--- src/rtl/jtag_tap_target.sv ---
// IEEE 1149.1 style TAP target clocked directly by TCK (clk).
// Holds a TAP state machine, an instruction register, a one-bit bypass
// register and a shared data shift register that serves either the user
// register or the boundary-scan chain, depending on the latched instruction.
module jtag_tap_target #(
  parameter int INSTR_WIDTH  = 5,
  parameter int VECTOR_WIDTH = 32
) (
  input  logic                    clk,
  input  logic                    reset,
  input  logic                    tms,
  input  logic                    tdi,
  output logic                    tdo,
  output logic                    tdoEnable,
  output logic [3:0]              tapState,
  output logic [INSTR_WIDTH-1:0]  instruction,
  output logic [VECTOR_WIDTH-1:0] userReg,
  input  logic [VECTOR_WIDTH-1:0] bsIn,
  output logic [VECTOR_WIDTH-1:0] bsOut,
  output logic                    updateDrPulse
);

  localparam logic [3:0] ST_RESET      = 4'd0;
  localparam logic [3:0] ST_IDLE       = 4'd1;
  localparam logic [3:0] ST_DR_SCAN    = 4'd2;
  localparam logic [3:0] ST_IR_SCAN    = 4'd3;
  localparam logic [3:0] ST_CAPTURE_IR = 4'd4;
  localparam logic [3:0] ST_SHIFT_IR   = 4'd5;
  localparam logic [3:0] ST_EXIT1_IR   = 4'd6;
  localparam logic [3:0] ST_PAUSE_IR   = 4'd7;
  localparam logic [3:0] ST_EXIT2_IR   = 4'd8;
  localparam logic [3:0] ST_UPDATE_IR  = 4'd9;
  localparam logic [3:0] ST_CAPTURE_DR = 4'd10;
  localparam logic [3:0] ST_SHIFT_DR   = 4'd11;
  localparam logic [3:0] ST_EXIT1_DR   = 4'd12;
  localparam logic [3:0] ST_PAUSE_DR   = 4'd13;
  localparam logic [3:0] ST_EXIT2_DR   = 4'd14;
  localparam logic [3:0] ST_UPDATE_DR  = 4'd15;

  // Opcodes are defined on five bits; shorter IRs use the low bits.
  localparam logic [INSTR_WIDTH-1:0] OP_USER = INSTR_WIDTH'(5'b00001);
  localparam logic [INSTR_WIDTH-1:0] OP_BS   = INSTR_WIDTH'(5'b00110);

  logic [3:0]              state;
  logic [3:0]              state_next;
  logic [INSTR_WIDTH-1:0]  ir_sr;
  logic [VECTOR_WIDTH-1:0] dr_sr;
  logic                    byp;
  logic                    sel_user;
  logic                    sel_bs;
  logic                    sel_bypass;

  // Instruction decode: anything unrecognised falls back to bypass.
  always_comb begin
    sel_user   = (instruction == OP_USER);
    sel_bs     = (instruction == OP_BS);
    sel_bypass = !(sel_user || sel_bs);
  end

  // TAP next-state function driven by tms.
  always_comb begin
    state_next = state;
    case (state)
      ST_RESET:      state_next = tms ? ST_RESET      : ST_IDLE;
      ST_IDLE:       state_next = tms ? ST_DR_SCAN    : ST_IDLE;
      ST_DR_SCAN:    state_next = tms ? ST_IR_SCAN    : ST_CAPTURE_DR;
      ST_IR_SCAN:    state_next = tms ? ST_RESET      : ST_CAPTURE_IR;
      ST_CAPTURE_IR: state_next = tms ? ST_EXIT1_IR   : ST_SHIFT_IR;
      ST_SHIFT_IR:   state_next = tms ? ST_EXIT1_IR   : ST_SHIFT_IR;
      ST_EXIT1_IR:   state_next = tms ? ST_UPDATE_IR  : ST_PAUSE_IR;
      ST_PAUSE_IR:   state_next = tms ? ST_EXIT2_IR   : ST_PAUSE_IR;
      ST_EXIT2_IR:   state_next = tms ? ST_UPDATE_IR  : ST_SHIFT_IR;
      ST_UPDATE_IR:  state_next = tms ? ST_DR_SCAN    : ST_IDLE;
      ST_CAPTURE_DR: state_next = tms ? ST_EXIT1_DR   : ST_SHIFT_DR;
      ST_SHIFT_DR:   state_next = tms ? ST_EXIT1_DR   : ST_SHIFT_DR;
      ST_EXIT1_DR:   state_next = tms ? ST_UPDATE_DR  : ST_PAUSE_DR;
      ST_PAUSE_DR:   state_next = tms ? ST_EXIT2_DR   : ST_PAUSE_DR;
      ST_EXIT2_DR:   state_next = tms ? ST_UPDATE_DR  : ST_SHIFT_DR;
      ST_UPDATE_DR:  state_next = tms ? ST_DR_SCAN    : ST_IDLE;
      default:       state_next = ST_RESET;
    endcase
  end

  // TAP state register; the reset port overrides tms.
  always_ff @(posedge clk) begin
    if (reset) state <= ST_RESET;
    else       state <= state_next;
  end

  // IR shift register: capture the fixed ...0001 pattern, shift right from tdi.
  always_ff @(posedge clk) begin
    if (reset) begin
      ir_sr <= '0;
    end else begin
      case (state)
        ST_CAPTURE_IR: ir_sr <= INSTR_WIDTH'(1);
        ST_SHIFT_IR:   ir_sr <= {tdi, ir_sr[INSTR_WIDTH-1:1]};
        default:       ir_sr <= ir_sr;
      endcase
    end
  end

  // Instruction latch: loaded in UpdateIr, cleared whenever the TAP enters Reset.
  always_ff @(posedge clk) begin
    if (reset)                        instruction <= '0;
    else if (state_next == ST_RESET)  instruction <= '0;
    else if (state == ST_UPDATE_IR)   instruction <= ir_sr;
  end

  // Data shift registers: bypass bit or the shared user/boundary-scan chain.
  always_ff @(posedge clk) begin
    if (reset) begin
      dr_sr <= '0;
      byp   <= 1'b0;
    end else begin
      case (state)
        ST_CAPTURE_DR: begin
          byp <= 1'b0;
          if (sel_user)    dr_sr <= userReg;
          else if (sel_bs) dr_sr <= bsIn;
        end
        ST_SHIFT_DR: begin
          if (sel_bypass) byp   <= tdi;
          else            dr_sr <= {tdi, dr_sr[VECTOR_WIDTH-1:1]};
        end
        default: begin
          dr_sr <= dr_sr;
          byp   <= byp;
        end
      endcase
    end
  end

  // Update latches: only the selected target is written in UpdateDr.
  always_ff @(posedge clk) begin
    if (reset) begin
      userReg <= '0;
      bsOut   <= '0;
    end else if (state == ST_UPDATE_DR) begin
      if (sel_user)    userReg <= dr_sr;
      else if (sel_bs) bsOut   <= dr_sr;
    end
  end

  // Serial output path and status flags, all decoded from the current state.
  always_comb begin
    tapState      = state;
    tdoEnable     = (state == ST_SHIFT_IR) || (state == ST_SHIFT_DR);
    updateDrPulse = (state == ST_UPDATE_DR);
    tdo           = 1'b0;
    if (state == ST_SHIFT_IR)      tdo = ir_sr[0];
    else if (state == ST_SHIFT_DR) tdo = sel_bypass ? byp : dr_sr[0];
  end

endmodule

--- config.mk ---
export PLATFORM = sky130hd
export DESIGN_NAME = jtag_tap_target
export DESIGN_NICKNAME = d
export VERILOG_FILES = /design/src/rtl/jtag_tap_target.sv
export SDC_FILE = /design/constraint.sdc
export NUM_CORES = 1
export LEC_CHECK = 0
export BUFFER_PORTS_ARGS = -buffer_cell sky130_fd_sc_hd__buf_2
export CORE_MARGIN = 2
export CORE_UTILIZATION = 54
export CTS_CLUSTER_DIAMETER = 30
export DETAILED_ROUTE_END_ITERATION = 7
export PLACE_DENSITY = 0.78
export SETUP_SLACK_MARGIN = 0.05
export SKIP_LAST_GASP = 1
export SLEW_MARGIN = 15
export SYNTH_ARGS = -nofsm -noshare
export SYNTH_HDL_FRONTEND = slang
export SYNTH_SLANG_ARGS = --single-unit
export TNS_END_PERCENT = 20
--- constraint.sdc ---
create_clock -name clk -period 2.3 [get_ports clk]
set_input_delay 0.115 -clock clk [delete_from_list [all_inputs] [get_ports clk]]
set_output_delay 0.115 -clock clk [all_outputs]
set_load 0.05 [all_outputs]
==> run summary <==
vias in the first global route: 4363
Placed Cells incl. Taps: 788
# DRC: 0
Synth top area share: 46.1%
die width: 98.5 microns
status: completed
Final Non-Filler Cells: 804
FP Rows: 34
Final min period: 2150 ps
DRT iter0 DRCs: 283
Worst setup SP type: flip-flop
worst-skew pair later-pin latency: 370 ps
Worst Path Arrival: 2040 ps
cell area after layout: 5710 sq um
Pleak: 2.42 nW
die height: 98.5 microns
kind of critical path: reg2out
synth warn: 0
n_diodes: 0
EDFF count, synth: 0
Max Cap Viol: 0
# clock sinks: 111
pin count of the biggest net entering global routing: 57
first-pass GRT wire length: 21.1 mm
HP Class: in2reg
gr ovfl total: 0
Syn Nets: 637
pre-CTS worst setup slack: 424 ps
Hold Fails Final Rpt: 0
Placed Area: 5480 sq um
routed vias: 4714
RSZ-0062 raised after global routing: false
GRT Util Overall: 26.2%
H-tree depth: 3
Final Slew Violations: 0
Max IR drop VDD: 0.395 mV
Bufs on Longest Clock Path: 2
Hold WS: 49.6 ps
Ports: 112
synthesized flop and latch total: 111
Highest Clock Rate: 465 MHz
Detailed Route WL: 13.0 mm
Final Util: 65.8%
wire per inst: 16.2 microns
element type at the critical path end: primary output
CTS tree: built
P&R area growth vs syn: 18.4%
share of post-route cells with drive strength above 1: 23.7%
PnR worst setup slack: 148 ps
register area share after synthesis: 46.1%
Design Power: 3.50 mW
Final TNS setup: 0 ps
root buf cell: clkbuf_8
PwrDens: 613 nW/um^2
PortBufs: 111
total iterations of the first detailed-routing run: 5
Synth area leaders: dfxtp_1 46%, nand2_1 11%, a21oi_1 7.6%
CP required: 2180 ps
share of synthesized flip-flops with an asynchronous set or reset: 0%
CTS Hold Bufs: 0
critical path cell sequence: or3b_4, a21oi_2, mux2_2, a32o_1, buf_2
clock slew at reported path FFs: 110 ps
critical path's slowest cell: or3b_4
Initial Utilization: 55.6%
total CTS buffers: 9
CP peak stage delay: 430 ps
Slew @ Worst Pin: 752 ps
synthesized cell area: 4820 sq um
Die Area: 9710 sq um
via-per-instance ratio: 5.86
nets: 727
Yosys top cell by area: dfxtp_1
DRT antenna net count: 0
RD Place Congestion: 0.835
initial antenna violation count: 0
Mean Syn Cell Area: 8.03 sq um
core area: 8680 sq um
cells after synthesis: 601
synth unique cells: 39
worst-path maximum fanout: 5
HPWL after DPL: 8.57 mm
ys flop type: dfxtp_1
Setup violations, final: 0
Fin Clk Skew: 16.0 ps
Slew headroom: 49.7%
fin crit share: 93.6%
-- area by class of cell --
| class | count | area (sq um) |
|---|---|---|
| repair buffers | 135 | 751 |
| clock buffers | 9 | 124 |
| clock inverters | 7 | 101 |
| flip-flops and latches | 111 | 2220 |
| well taps | 108 | 135 |
| inverters | 3 | 11.3 |
| multi-input cells | 431 | 2360 |
| fillers | 750 | 2970 |
-- cell usage after synthesis (3+ instances only) --
| master | number |
|---|---|
| nand2_1 | 138 |
| dfxtp_1 | 111 |
| a21oi_1 | 73 |
| clkbuf_1 | 50 |
| nor2_1 | 41 |
| nand3b_1 | 34 |
| a211oi_1 | 32 |
| and3_1 | 32 |
| o31ai_1 | 31 |
| o21ai_0 | 6 |
| buf_6 | 5 |
| mux2i_1 | 5 |
| nand3_1 | 5 |
| nor3_1 | 3 |
-- cells in the final DEF, fill, tap and decap left out, types with 2 or more instances in the layout --
cell and instances:
nor3_2 2, buf_4 24, mux2i_1 5, nand3b_1 34, and3_1 32, mux2_2 2
a31o_2 2, or2_1 2, or3_1 2, clkbuf_8 9, inv_6 2, xor2_1 2
dfxtp_1 109, dfxtp_2 2, a21oi_1 72, bufinv_16 2, nor2_1 40, o21ai_0 6
o22ai_1 2, inv_1 2, nand3_1 5, a21o_1 2, nor2b_1 2, nand2_1 138
a211oi_1 32, a221oi_1 2, buf_2 110, o31ai_1 31
-- report_power, final --
| group | leakage, nW | internal (mW) | switching [mW] |
|---|---|---|---|
| combinational | 1.41 | 0.0929 | 0.149 |
| sequential | 0.895 | 1.93 | 0.0159 |
| clock | 0.112 | 0.628 | 0.687 |
-- critical path: cells and delay by family, from the launching register on --
family                 cells  cell delay, ps
DFF                        1             360
and+or+nand+nor            1             430
AOI/OAI and AO/OA          2             330
muxes                      1             340
buffers and inverters      1             210
-- repair_timing --
action / 4_1_cts / 5_1_grt
endpoints found under the setup margin: 0 / 1
gates resized for setup: 0 / 3
buffers inserted: 0 / 0
-- registers in the layout, summed over array words and instances (netlist names) --
name,cells
bsOut,32
dr_sr,32
userReg,32
instruction,5
ir_sr,5
tapState,4
byp,1
-- cell families (layout without fill, tap and decap cells) --
group,count (synthesis),after routing,share of synthesized area [%]
XOR/XNOR,3,3,0.545
flip-flops,111,111,46.1
AO/OA/AOI/OAI,157,157,20.5
multiplexers,7,7,1.50
buffers and inverters,59,154,5.39
AND/OR/NAND/NOR,264,264,26.0
-- layer usage --
| metal | GRT usage, % | up-vias | wire length [microns] |
|---|---|---|---|
| li1 | - | 2272 | - |
| met1 | 37.1 | 2214 | 5810 |
| met2 | 42.1 | 216 | 6010 |
| met3 | 4.18 | 12 | 1080 |
| met4 | 6.85 | 0 | 140 |
| met5 | 0 | - | 0 |
-- worst paths after layout --
check	start	end	slack [ps]	depth (start not counted)
setup / recovery	instruction[2]	tdo	150	5
hold / removal	tdi	ir_sr[4]	50	3
setup reg to reg	instruction[2]	dr_sr[7]	420	5
hold reg to reg	bsOut[3]	bsOut[3]	450	2
(Power assumes the default switching activity.)
